File: config.mk
export PLATFORM = sky130hd
export DESIGN_NAME = id_issue_stage_flat
export DESIGN_NICKNAME = d
export VERILOG_FILES = /design/src/rtl/cpu_pkg.sv /design/src/rtl/id_issue_stage_if.sv /design/src/rtl/operand_bypass_mux.sv /design/src/rtl/id_issue_stage.sv /design/src/flat_wrapper.sv
export SDC_FILE = /design/constraint.sdc
export NUM_CORES = 1
export LEC_CHECK = 0
export ABC_CLOCK_PERIOD_IN_PS = 5250
export CAP_MARGIN = 30
export CELL_PAD_IN_SITES_DETAIL_PLACEMENT = 0
export CELL_PAD_IN_SITES_GLOBAL_PLACEMENT = 1
export CORE_MARGIN = 10
export CORE_UTILIZATION = 35
export CTS_BUF_LIST = sky130_fd_sc_hd__clkbuf_4 sky130_fd_sc_hd__clkbuf_8
export CTS_CLUSTER_SIZE = 16
export DETAILED_ROUTE_END_ITERATION = 10
export GPL_ROUTABILITY_DRIVEN = 0
export GPL_TIMING_DRIVEN = 0
export PLACE_DENSITY = 0.92
export SLEW_MARGIN = 20
export SYNTH_ARGS = -nofsm -noshare
export SYNTH_HDL_FRONTEND = slang
export SYNTH_HIERARCHICAL = 1
export SYNTH_SLANG_ARGS = --single-unit
File: constraint.sdc
create_clock -name clk -period 5.25 [get_ports clk]
set_clock_uncertainty 0.1 [all_clocks]
set_input_delay 1.05 -clock clk [delete_from_list [all_inputs] [get_ports clk]]
set_output_delay 1.05 -clock clk [all_outputs]
set_load 0.01 [all_outputs]
File: src/rtl/cpu_pkg.sv
// ============================================================================
//  Module   : cpu_pkg
//  Brief    : Shared types and constants for the ID issue stage: forward
//             codes, FSM states, word type. Honours WB_LOAD_BYPASS_EN.
//  Revision : 1.0 - initial release
// ============================================================================
`default_nettype none

package cpu_pkg;

  typedef logic [31:0] word_t;
  typedef logic [2:0]  fwd_t;

  localparam fwd_t FWD_RF     = 3'd0;
  localparam fwd_t FWD_EX_ALU = 3'd1;
  localparam fwd_t FWD_ME_ALU = 3'd2;
  localparam fwd_t FWD_WB_ALU = 3'd3;
  localparam fwd_t FWD_EX_LD  = 3'd4;
  localparam fwd_t FWD_ME_LD  = 3'd5;
  localparam fwd_t FWD_WB_LD  = 3'd6;
  localparam fwd_t FWD_RSVD   = 3'd7;

  typedef enum logic [0:0] {
    ST_RUN      = 1'b0,
    ST_CP0_WAIT = 1'b1
  } state_e;

  // Without the WB load bypass a WB-stage load must wait one cycle for the
  // register-file write-before-read.
  function automatic logic fwd_is_load_hazard(input fwd_t code);
`ifdef WB_LOAD_BYPASS_EN
    return (code == FWD_EX_LD) || (code == FWD_ME_LD);
`else
    return (code == FWD_EX_LD) || (code == FWD_ME_LD) || (code == FWD_WB_LD);
`endif
  endfunction

endpackage

`default_nettype wire

File: src/rtl/id_issue_stage_if.sv
// ============================================================================
//  Module   : id_issue_stage_if
//  Brief    : Decode/forwarding/EX-register bundle of the ID issue stage.
//  Revision : 1.0 - initial release
// ============================================================================
`default_nettype none

interface id_issue_stage_if;
  import cpu_pkg::*;

  logic  flush;
  logic  id_valid;
  logic  id_ready;
  logic  id_op_mtc0;
  logic  id_is_load;
  logic  [4:0] id_dst;
  word_t rf_rdata_a;
  word_t rf_rdata_b;
  fwd_t  fwd_a;
  fwd_t  fwd_b;
  word_t ex_result;
  word_t me_result;
  word_t wb_result;
  word_t wb_load_data;
  logic  ex_allowin;
  logic  ex_valid;
  word_t ex_src_a;
  word_t ex_src_b;
  logic  [4:0] ex_dst_o;
  logic  ex_is_load_o;

  modport slave (
    input  flush, id_valid, id_op_mtc0, id_is_load, id_dst,
           rf_rdata_a, rf_rdata_b, fwd_a, fwd_b,
           ex_result, me_result, wb_result, wb_load_data, ex_allowin,
    output id_ready, ex_valid, ex_src_a, ex_src_b, ex_dst_o, ex_is_load_o
  );

  modport master (
    output flush, id_valid, id_op_mtc0, id_is_load, id_dst,
           rf_rdata_a, rf_rdata_b, fwd_a, fwd_b,
           ex_result, me_result, wb_result, wb_load_data, ex_allowin,
    input  id_ready, ex_valid, ex_src_a, ex_src_b, ex_dst_o, ex_is_load_o
  );

endinterface

`default_nettype wire

File: src/rtl/operand_bypass_mux.sv
// ============================================================================
//  Module   : operand_bypass_mux
//  Brief    : Forward-code to operand selection plus load-use hazard flag.
//             WB_LOAD_BYPASS_EN adds the wb_load_data path.
//  Revision : 1.0 - initial release
// ============================================================================
`default_nettype none

module operand_bypass_mux
  import cpu_pkg::*;
(
  input  fwd_t  fwd_i,
  input  word_t rf_rdata_i,
  input  word_t ex_result_i,
  input  word_t me_result_i,
  input  word_t wb_result_i,
`ifdef WB_LOAD_BYPASS_EN
  input  word_t wb_load_data_i,
`endif
  output word_t operand_o,
  output logic  hazard_o
);

  always_comb begin
    operand_o = rf_rdata_i;
    case (fwd_i)
      FWD_EX_ALU: operand_o = ex_result_i;
      FWD_ME_ALU: operand_o = me_result_i;
      FWD_WB_ALU: operand_o = wb_result_i;
`ifdef WB_LOAD_BYPASS_EN
      FWD_WB_LD:  operand_o = wb_load_data_i;
`endif
      default:    operand_o = rf_rdata_i;
    endcase
  end

  assign hazard_o = fwd_is_load_hazard(fwd_i);

endmodule

`default_nettype wire

File: src/rtl/id_issue_stage.sv
// ============================================================================
//  Module   : id_issue_stage
//  Brief    : ID-to-EX issue: operand bypass, load-use / mtc0 stalls and the
//             ID/EX register. Optional macro: WB_LOAD_BYPASS_EN.
//  Revision : 1.0 - initial release
// ============================================================================
`default_nettype none

module id_issue_stage
  import cpu_pkg::*;
#(
  parameter int unsigned CP0_STALL = 2
)(
  input  logic               clk,
  input  logic               reset,
  id_issue_stage_if.slave    bus
);

  localparam logic [2:0] C_CP0_STALL = 3'(CP0_STALL);

  state_e     state_q, state_d;
  logic [2:0] cnt_q, cnt_d;
  logic       ex_valid_q, ex_valid_d;
  word_t      ex_src_a_q, ex_src_a_d;
  word_t      ex_src_b_q, ex_src_b_d;
  logic [4:0] ex_dst_q, ex_dst_d;
  logic       ex_is_load_q, ex_is_load_d;

  word_t w_operand_a, w_operand_b;
  logic  w_hazard_a, w_hazard_b, w_hazard;
  logic  w_id_ready;

  operand_bypass_mux u_mux_a (
    .fwd_i          (bus.fwd_a),
    .rf_rdata_i     (bus.rf_rdata_a),
    .ex_result_i    (bus.ex_result),
    .me_result_i    (bus.me_result),
    .wb_result_i    (bus.wb_result),
`ifdef WB_LOAD_BYPASS_EN
    .wb_load_data_i (bus.wb_load_data),
`endif
    .operand_o      (w_operand_a),
    .hazard_o       (w_hazard_a)
  );

  operand_bypass_mux u_mux_b (
    .fwd_i          (bus.fwd_b),
    .rf_rdata_i     (bus.rf_rdata_b),
    .ex_result_i    (bus.ex_result),
    .me_result_i    (bus.me_result),
    .wb_result_i    (bus.wb_result),
`ifdef WB_LOAD_BYPASS_EN
    .wb_load_data_i (bus.wb_load_data),
`endif
    .operand_o      (w_operand_b),
    .hazard_o       (w_hazard_b)
  );

  assign w_hazard = w_hazard_a | w_hazard_b;

  always_comb begin
    state_d      = state_q;
    cnt_d        = cnt_q;
    ex_valid_d   = ex_valid_q;
    ex_src_a_d   = ex_src_a_q;
    ex_src_b_d   = ex_src_b_q;
    ex_dst_d     = ex_dst_q;
    ex_is_load_d = ex_is_load_q;
    w_id_ready   = 1'b0;

    if (bus.flush) begin
      ex_valid_d = 1'b0;
      state_d    = ST_RUN;
      cnt_d      = 3'd0;
    end else if (bus.ex_allowin) begin
      // A stalled EX (ex_allowin low) leaves every field and the counter untouched.
      case (state_q)
        ST_RUN: begin
          ex_valid_d = 1'b0;
          if (bus.id_valid && !w_hazard && !reset) begin
            w_id_ready   = 1'b1;
            ex_valid_d   = 1'b1;
            ex_src_a_d   = w_operand_a;
            ex_src_b_d   = w_operand_b;
            ex_dst_d     = bus.id_dst;
            ex_is_load_d = bus.id_is_load;
            if (bus.id_op_mtc0) begin
              state_d = ST_CP0_WAIT;
              cnt_d   = C_CP0_STALL;
            end
          end
        end
        ST_CP0_WAIT: begin
          ex_valid_d = 1'b0;
          if (cnt_q <= 3'd1) begin
            state_d = ST_RUN;
            cnt_d   = 3'd0;
          end else begin
            cnt_d = cnt_q - 3'd1;
          end
        end
        default: state_d = ST_RUN;
      endcase
    end
  end

  always_ff @(posedge clk or posedge reset) begin
    if (reset) begin
      state_q      <= ST_RUN;
      cnt_q        <= 3'd0;
      ex_valid_q   <= 1'b0;
      ex_src_a_q   <= '0;
      ex_src_b_q   <= '0;
      ex_dst_q     <= 5'd0;
      ex_is_load_q <= 1'b0;
    end else begin
      state_q      <= state_d;
      cnt_q        <= cnt_d;
      ex_valid_q   <= ex_valid_d;
      ex_src_a_q   <= ex_src_a_d;
      ex_src_b_q   <= ex_src_b_d;
      ex_dst_q     <= ex_dst_d;
      ex_is_load_q <= ex_is_load_d;
    end
  end

  assign bus.id_ready     = w_id_ready;
  assign bus.ex_valid     = ex_valid_q;
  assign bus.ex_src_a     = ex_src_a_q;
  assign bus.ex_src_b     = ex_src_b_q;
  assign bus.ex_dst_o     = ex_dst_q;
  assign bus.ex_is_load_o = ex_is_load_q;

endmodule

`default_nettype wire

File: src/flat_wrapper.sv
// flat-port wrapper written by rule: the top's interface ports become plain ports
module id_issue_stage_flat import cpu_pkg::*;
#(
  parameter int unsigned CP0_STALL = 2
)
  (clk, reset, bus_flush, bus_id_valid, bus_id_op_mtc0, bus_id_is_load, bus_id_dst, bus_rf_rdata_a, bus_rf_rdata_b, bus_fwd_a, bus_fwd_b, bus_ex_result, bus_me_result, bus_wb_result, bus_wb_load_data, bus_ex_allowin, bus_id_ready, bus_ex_valid, bus_ex_src_a, bus_ex_src_b, bus_ex_dst_o, bus_ex_is_load_o);
  id_issue_stage_if bus_i ();
  input  logic clk;
  input  logic reset;
  input wire logic [$bits(bus_i.flush)-1:0] bus_flush;
  input wire logic [$bits(bus_i.id_valid)-1:0] bus_id_valid;
  input wire logic [$bits(bus_i.id_op_mtc0)-1:0] bus_id_op_mtc0;
  input wire logic [$bits(bus_i.id_is_load)-1:0] bus_id_is_load;
  input wire logic [$bits(bus_i.id_dst)-1:0] bus_id_dst;
  input wire logic [$bits(bus_i.rf_rdata_a)-1:0] bus_rf_rdata_a;
  input wire logic [$bits(bus_i.rf_rdata_b)-1:0] bus_rf_rdata_b;
  input wire logic [$bits(bus_i.fwd_a)-1:0] bus_fwd_a;
  input wire logic [$bits(bus_i.fwd_b)-1:0] bus_fwd_b;
  input wire logic [$bits(bus_i.ex_result)-1:0] bus_ex_result;
  input wire logic [$bits(bus_i.me_result)-1:0] bus_me_result;
  input wire logic [$bits(bus_i.wb_result)-1:0] bus_wb_result;
  input wire logic [$bits(bus_i.wb_load_data)-1:0] bus_wb_load_data;
  input wire logic [$bits(bus_i.ex_allowin)-1:0] bus_ex_allowin;
  output wire logic [$bits(bus_i.id_ready)-1:0] bus_id_ready;
  output wire logic [$bits(bus_i.ex_valid)-1:0] bus_ex_valid;
  output wire logic [$bits(bus_i.ex_src_a)-1:0] bus_ex_src_a;
  output wire logic [$bits(bus_i.ex_src_b)-1:0] bus_ex_src_b;
  output wire logic [$bits(bus_i.ex_dst_o)-1:0] bus_ex_dst_o;
  output wire logic [$bits(bus_i.ex_is_load_o)-1:0] bus_ex_is_load_o;
  assign bus_i.flush = bus_flush;
  assign bus_i.id_valid = bus_id_valid;
  assign bus_i.id_op_mtc0 = bus_id_op_mtc0;
  assign bus_i.id_is_load = bus_id_is_load;
  assign bus_i.id_dst = bus_id_dst;
  assign bus_i.rf_rdata_a = bus_rf_rdata_a;
  assign bus_i.rf_rdata_b = bus_rf_rdata_b;
  assign bus_i.fwd_a = bus_fwd_a;
  assign bus_i.fwd_b = bus_fwd_b;
  assign bus_i.ex_result = bus_ex_result;
  assign bus_i.me_result = bus_me_result;
  assign bus_i.wb_result = bus_wb_result;
  assign bus_i.wb_load_data = bus_wb_load_data;
  assign bus_i.ex_allowin = bus_ex_allowin;
  assign bus_id_ready = bus_i.id_ready;
  assign bus_ex_valid = bus_i.ex_valid;
  assign bus_ex_src_a = bus_i.ex_src_a;
  assign bus_ex_src_b = bus_i.ex_src_b;
  assign bus_ex_dst_o = bus_i.ex_dst_o;
  assign bus_ex_is_load_o = bus_i.ex_is_load_o;
  id_issue_stage #(.CP0_STALL(CP0_STALL)) u_core (.clk(clk), .reset(reset), .bus(bus_i));
endmodule
; Word-level counts from Yosys, hierarchy flattened
; Cells that the tools add are included.
[op_classes]
eq_ne = 14
n_mux = 21
magnitude_cmp = 1
n_div = 0
n_addsub = 1
reduce_logical = 11
n_shift = 0
bitwise_logic = 3
multipliers = 0
[ops]
columns = op, n
row1 = 32-bit one-hot mux with 3 select lines, 2
row2 = 3-bit == test (second input constant), 6
row3 = 3-bit 2-to-1 mux, 5
row4 = 3-bit by 2-bit == test with 1-bit output (second input constant), 4
row5 = 1-bit 2-to-1 mux, 11
row6 = 3-bit by 1-bit == test with 1-bit output (second input constant), 2
row7 = 3-bit one-hot mux with 2 select lines, 1
row8 = 1-bit logical OR, 4
row9 = 1-bit one-hot mux with 2 select lines, 2
row10 = 4-bit AND reduction, 1
row11 = 3-bit by 1-bit less-or-equal comparator with 1-bit output (second input constant), 1
row12 = 3-bit by 2-bit inequality test with 1-bit output (second input constant), 1
row13 = 3-bit inequality test (second input constant), 1
row14 = 3-bit AND reduction, 1
row15 = 3-bit by 1-bit subtractor with 3-bit output (second input constant), 1
row16 = 1-bit logical AND, 2
row17 = 1-bit zero test, 2
row18 = 1-bit inverter, 2
row19 = 2-bit nonzero test, 1
row20 = 1-bit bitwise OR, 1
[totals]
ff_bits = 75
in_bits = 210
wordCells = 58
latch_bits = 0
memories = 0
rom_bits = 0
out_inout_bits = 72
ram_bits = 0

; Depth between registers and ports, before layout
; Gate-level depths: netlist of run 1.
[logic_depth]
word_depth = 11
mapped_depth = 8
depth_no_buf = 5

; Hierarchy
; Netlist of run 1, hierarchy kept.
[modules_own_cells]
columns = module, seq_area_each_um2, area_per_inst_um2, instances, cells_each
row1 = id_issue_stage, 1876.8, 3298.2, 1, 179
row2 = operand_bypass_mux, 0.0, 1425.1, 2, 185

; Least setup slack after synthesis of run 1
; No wires, ideal clock.
[synth_path]
kind = input -> output
from = in bus_fwd_b[0]
to = out bus_id_ready
slack_ns = 1.564
n_path_buf = 4
required_time_ns = 4.100
cell_stages = 7
arrival_ns = 2.536
cell_sequence = buf_6 -> clkbuf_1 -> a21boi_0 -> nor4b_4 -> and4bb_4 -> buf_12 -> buf_12
[synth_via]
elab_chain_cells = 11
[synth_rtl]
columns = element, line
row1 = from (decl), flat_wrapper.sv:18  ; input wire logic [$bits(bus_i.fwd_b)-1:0] bus_fwd_b;
row2 = 3-bit == test, cpu_pkg.sv:34  ; return (code == FWD_EX_LD) || (code == FWD_ME_LD) || (code == FWD_WB_LD);
row3 = 1-bit logical OR, cpu_pkg.sv:34
row4 = 1-bit logical OR *, cpu_pkg.sv:34
row5 = via u_core.w_hazard_b, id_issue_stage.sv:30  ; logic w_hazard_a, w_hazard_b, w_hazard;
row6 = 1-bit bitwise OR *, id_issue_stage.sv:59  ; assign w_hazard = w_hazard_a | w_hazard_b;
row7 = 1-bit zero test *, id_issue_stage.sv:80  ; if (bus.id_valid && !w_hazard && !reset) begin
row8 = 1-bit logical AND * (2 in a row), id_issue_stage.sv:80
row9 = 1-bit 2-to-1 mux *, id_issue_stage.sv:80
row10 = 1-bit 2-to-1 mux *, id_issue_stage.sv:77  ; case (state_q)
row11 = 1-bit 2-to-1 mux *, id_issue_stage.sv:75  ; end else if (bus.ex_allowin) begin
row12 = 1-bit 2-to-1 mux *, id_issue_stage.sv:71  ; if (bus.flush) begin
row13 = to (decl), flat_wrapper.sv:24  ; output wire logic [$bits(bus_i.id_ready)-1:0] bus_id_ready;
; The timed path passes the listed nets; every way through them passes the cells marked *.

; Final worst setup path of run 1
[layout_path]
from = in bus_fwd_b[1]
to = out bus_id_ready
; The elaborated chain is that of the path after synthesis.

==> results of run 1 <==
==> power by group <==
group / total (uW) / switching (uW) / leakage [uW] / internal (uW)
Clock: 479 / 228 / 0.000110 / 250
Sequential: 819 / 90.7 / 0.000945 / 728
Combinational: 1080 / 392 / 0.00259 / 684
==> flip-flops by register name (all words and copies together) (netlist names) <==
name                     cells
u_core/bus.ex_dst_o          5
u_core/bus.ex_is_load_o      1
u_core/bus.ex_src_a         32
u_core/bus.ex_src_b         32
u_core/bus.ex_valid          1
u_core/cnt_q                 3
u_core/state_q               1
==> kinds of logic (layout without fill, tap and decap cells) <==
family,after synthesis,count (layout),synth area share
compound gates,203,203,0.224
mux,136,136,0.312
simple gates,77,77,0.0828
flops,75,75,0.305
buf+inv,56,318,0.0724
fa+ha+maj,2,2,0.00407
other cells,0,2,0
==> synth_stat cells (2+ instances only) <==
master	n	area (um2)
mux2_4	103	1550
dfrtp_1	75	1880
nor2b_1	68	425
a21oi_1	65	325
o21ai_1	50	250
a22oi_2	34	425
mux2_2	32	360
a22oi_1	30	225
buf_2	18	90.1
clkbuf_1	14	52.6
o21ai_0	14	70.1
buf_6	10	113
buf_12	8	160
inv_1	4	15.0
a21boi_0	2	15.0
a31oi_1	2	12.5
buf_4	2	15.0
ha_1	2	25.0
nand2b_1	2	12.5
==> metal layers <==
metal | up-vias | GRT usage | share of wire
li1 | 2551 | - | -
met1 | 2618 | 0.236 | 0.42
met2 | 241 | 0.321 | 0.48
met3 | 33 | 0.0533 | 0.073
met4 | 0 | 0.0695 | 0.020
met5 | - | 0 | 0
==> worst paths after layout <==
kind,to,slack (ns)
max in group asynchronous,u_core/bus.ex_src_a[21],3.45
max,bus_id_ready,0.27
max reg2reg,u_core/bus.ex_src_b[28],3.55
min reg2reg,u_core/bus.ex_src_a[26],0.41
min in group asynchronous,u_core/bus.ex_src_b[6],1.03
min,u_core/bus.ex_src_a[26],0.41
==> worst reg2reg max path, cell delays in order (launching register included) <==
cell and delay [ns]:
dfrtp_1 0.45, and4bb_4 0.38, buf_12 0.17, buf_12 0.18, mux2_4 0.31
==> final cells by class <==
class | instances | area [um2]
antenna | 2 | 5.00
buffer | 50 | 425
clock buffer | 12 | 159
clock inverter | 4 | 48.8
fill | 1535 | 8100
inverter | 4 | 17.5
multi-input combinational | 418 | 3830
sequential | 75 | 1880
tap | 225 | 282
timing repair buffer | 248 | 2500
==> stage by stage <==
step	total power [uW]	worst slack [ns]	hold slack, ns	utilization
6_report	2370	0.273	0.414	0.530
5_1_grt	2500	0.142	0.424	0.530
4_1_cts	2400	0.223	0.414	0.530
3_5_place_dp	1910	-0.0985	0.392	0.518
3_3_place_gp	1890	-0.0672	0.392	0.516
2_1_floorplan	1330	1.56	0.404	-
==> what timing repair did <==
item                       4_1_cts  5_1_grt
setup endpoints to repair        1        0
hold buffers                     0        0
gates resized for setup          2        0
==> impl_metrics.env, run 1 <==
export IMPL_critPathMaxFanout=10
export IMPL_firstDrtPassIters=5
export IMPL_die_w_um=153
export IMPL_synth_cell_type_count=33
export IMPL_synth_seq_area_share=0.305
export IMPL_path_depth=8
export IMPL_synthesis_instances=549
export IMPL_synth_seq_cells=75
export IMPL_critPathLaunch="bus_fwd_b[1]"
export IMPL_cts_clk_slew_worst_paths_ns=0.08
export IMPL_cap_violations=0
export IMPL_dp_hpwl_mm=18.2
export IMPL_slowest_delay_ns=0.62
export IMPL_tns_ns=0
export IMPL_start_util=0.357
export IMPL_grt_pass1_wl_mm=35.3
export IMPL_synthArstFlopShare=1.00
export IMPL_die_area_um2=23300
export IMPL_ant_nets=0
export IMPL_power_density_nw_per_um2=260
export IMPL_wirelength_mm=23.6
export IMPL_via_count=5443
export IMPL_hold_violations=0
export IMPL_htreeDepth=3
export IMPL_worst_path_buf_inv=5
export IMPL_syn_mean_instance_area_um2=11.2
export IMPL_clk_latency_ns=0.36
export IMPL_core_um2=17200
export IMPL_peakVddDrop_mv=0.136
export IMPL_critPathCaptureType="output pin"
export IMPL_report_final_setup_viol=0
export IMPL_drt_iter0_drc=255
export IMPL_fin_nets=1018
export IMPL_startpoint_type="primary input"
export IMPL_r2r_cells=4
export IMPL_slew_headroom=0.569
export IMPL_dp_cells=1022
export IMPL_layout_commonest_cell="clkdlybuf4s50_1"
export IMPL_grt_total_usage=0.194
export IMPL_fmax_mhz=201
export IMPL_numPortBuffers=247
export IMPL_syn_area_um2=6150
export IMPL_synth_edf_count=0
export IMPL_post_cts_buffers=0
export IMPL_wire_per_inst_um=22.8
export IMPL_yosys_warnings=6
export IMPL_clock_sinks=75
export IMPL_ys_flop_type="dfrtp_1"
export IMPL_fin_area_um2=9140
export IMPL_rows=48
export IMPL_min_from="u_core/bus.ex_src_a[26]"
export IMPL_layout_drive_gt1_share=0.284
export IMPL_overflow=0
export IMPL_worst_path_max_delay_cell="clkdlybuf4s50_1"
export IMPL_grt_pass1_vias=5683
export IMPL_stdcell_count=1038
export IMPL_period_needed_ns=4.98
export IMPL_crit_arrival_ns=3.83
export IMPL_status="complete, no violations"
export IMPL_num_io_pins=282
export IMPL_layout_common_cells="clkdlybuf4s50_1 (247), mux2_4 (103), dfrtp_1 (75)"
export IMPL_required_ns=4.10
export IMPL_antenna_found_initial=2
export IMPL_p_leak_uw=0.00365
export IMPL_timing_rr_start="u_core/state_q"
export IMPL_dpl_cell_area_um2=8930
export IMPL_synth_fp_nets=761
export IMPL_numCtsBuffers=9
export IMPL_vias_per_cell=5.24
export IMPL_rsz0062_at_grt="false"
export IMPL_die_h_um=153
export IMPL_critPathKind="in -> out"
export IMPL_clockBufferDepth=2
export IMPL_cts_tree="yes"
export IMPL_route_detailed_drc=0
export IMPL_whs_path_depth=1
export IMPL_finalCritPeriodShare=0.948
export IMPL_path_cells="clkdlybuf4s50_1 -> clkbuf_2 -> a21boi_0 -> nor4b_4 -> and4bb_4 -> buf_12 -> buf_12 -> clkdlybuf4s50_1"
export IMPL_worst_path_dominant_cell_family="buffers and inverters"
export IMPL_worstMarginPinSlew_ns=0.646
export IMPL_hold_class="reg -> reg"
export IMPL_area_growth_pct=48.7
export IMPL_final_max_slew_viol_count=0
export IMPL_grt_max_degree=47
export IMPL_ctsRootBufferMaster="clkbuf_8"
No activity file was read; power rests on OpenSTA's default activity.
==> run 2, diff against run 1 <==
Settings changed: CORE_MARGIN 10 to 2, SKIP_LAST_GASP set to 1.
==> run 2 against run 1 <==
Compared with the run above: hold slack about the same; critical path depth is the same; clock power rose by 7.5%; global-route usage increased by 3.6 points.
==> impl_metrics.env, run 2 (synthesis results as in run 1) <==
export IMPL_status="complete, no violations"
export IMPL_peakVddDrop_mv=0.158
export IMPL_postCtsHoldBufs=0
export IMPL_wirelength_mm=21.9
export IMPL_grt_max_degree=45
export IMPL_num_io_pins=282
export IMPL_crit_arrival_ns=3.88
export IMPL_grt_pass1_wl_mm=32.1
export IMPL_fillerInstances=1579
export IMPL_overflow=0
export IMPL_startpoint_type="primary input"
export IMPL_fin_nets=1018
export IMPL_route_detailed_drc=0
export IMPL_core_um2=17200
export IMPL_critPathMaxFanout=10
export IMPL_tns_ns=0
export IMPL_power_density_nw_per_um2=263
export IMPL_rows=48
export IMPL_layout_commonest_cell="clkdlybuf4s50_1"
export IMPL_cap_violations=0
export IMPL_antenna_found_initial=1
export IMPL_critPathKind="in -> out"
export IMPL_worstMarginPinSlew_ns=0.684
export IMPL_min_to="u_core/bus.ex_src_a[1]"
export IMPL_grt_total_usage=0.230
export IMPL_numCtsBuffers=9
export IMPL_die_area_um2=18600
export IMPL_numPortBuffers=247
export IMPL_ant_nets=0
export IMPL_ctsRootBufferMaster="clkbuf_8"
export IMPL_layout_common_cells="clkdlybuf4s50_1 (247), mux2_4 (103), dfrtp_1 (75)"
export IMPL_fmax_mhz=199
export IMPL_via_count=5431
export IMPL_clock_sinks=75
export IMPL_layout_drive_gt1_share=0.284
export IMPL_wire_per_inst_um=21.1
export IMPL_start_util=0.357
export IMPL_stdcell_count=1037
export IMPL_timing_rr_start="u_core/state_q"
export IMPL_required_ns=4.10
export IMPL_final_max_slew_viol_count=0
export IMPL_cts_clk_slew_worst_paths_ns=0.08
export IMPL_dp_hpwl_mm=16.0
export IMPL_cts_tree="yes"
export IMPL_hold_violations=0
export IMPL_timing_rr_end="u_core/bus.ex_src_b[23]"
export IMPL_min_from="u_core/bus.ex_src_a[1]"
export IMPL_hold_worst_slack_ns=0.414
export IMPL_rsz0062_at_grt="false"
export IMPL_clk_latency_ns=0.36
export IMPL_critPathCaptureType="output pin"
export IMPL_htreeDepth=3
export IMPL_period_needed_ns=5.03
export IMPL_report_final_setup_viol=0
export IMPL_die_w_um=137
export IMPL_grt_pass1_vias=5629
export IMPL_area_growth_pct=48.8
export IMPL_firstDrtPassIters=5
export IMPL_hold_class="reg -> reg"
export IMPL_dp_cells=1022
export IMPL_whs_path_depth=1
export IMPL_vias_per_cell=5.24
export IMPL_finalCritPeriodShare=0.957
export IMPL_r2r_setup_slack_ns=3.55
export IMPL_clockBufferDepth=2
export IMPL_die_h_um=137
export IMPL_r2r_cells=4
export IMPL_slew_headroom=0.544
export IMPL_drt_iter0_drc=294
export IMPL_p_leak_uw=0.00365
run 2: worst max path at each step:
stage / startpoint / to / depth (start not counted)
after floorplan: bus_fwd_b[0] / bus_id_ready / 7
after global placement: bus_fwd_b[0] / bus_id_ready / 9
after detailed placement: bus_fwd_b[0] / bus_id_ready / 9
after CTS: bus_fwd_b[1] / bus_id_ready / 8
after global routing: bus_fwd_a[1] / bus_id_ready / 8
final: bus_fwd_a[1] / bus_id_ready / 8
run 2: repair_timing:
action | in CTS | in global routing
setup endpoints to repair | 1 | 0
gates resized for setup | 2 | 0
setup buffers | 0 | 0
run 2: worst max-delay path, stage by stage:
cell,delay (ns)
clkdlybuf4s50_1,0.69
clkbuf_2,0.35
a21boi_0,0.21
nor4b_4,0.37
and4bb_4,0.30
buf_12,0.17
buf_12,0.16
clkdlybuf4s50_1,0.55
run 2: metal layers:
metal / vias up / wire length, um / GRT usage
li1: 2549 / - / -
met1: 2593 / 9510 / 0.294
met2: 242 / 10100 / 0.373
met3: 47 / 1580 / 0.0537
met4: 0 / 677 / 0.0938
met5: - / 0 / 0
run 2: stage by stage:
step                      setup WS (ns)  total power (uW)  utilization  cell area (um2)
final                             0.224              2400        0.531             9150
after global routing             0.0883              2510        0.530             9140
after CTS                         0.214              2420        0.530             9140
after detailed placement         -0.119              1890        0.518             8930
after global placement          -0.0850              1880        0.516             8900
after floorplan                    1.56              1330            -             6150
run 2: power by group:
part	switching [uW]	internal [uW]
clock	238	277
sequential	93.4	728
combinational	381	684
run 2: final cells by class:
type | instances | area, um2 | share of cell area
clock inverter | 5 | 77.6 | 0.00848
tap | 225 | 282 | 0.0308
buffer | 50 | 425 | 0.0465
clock buffer | 11 | 139 | 0.0152
inverter | 4 | 17.5 | 0.00192
multi-input combinational | 418 | 3830 | 0.418
antenna | 1 | 2.50 | 0.000274
sequential | 75 | 1880 | 0.205
timing repair buffer | 248 | 2500 | 0.273
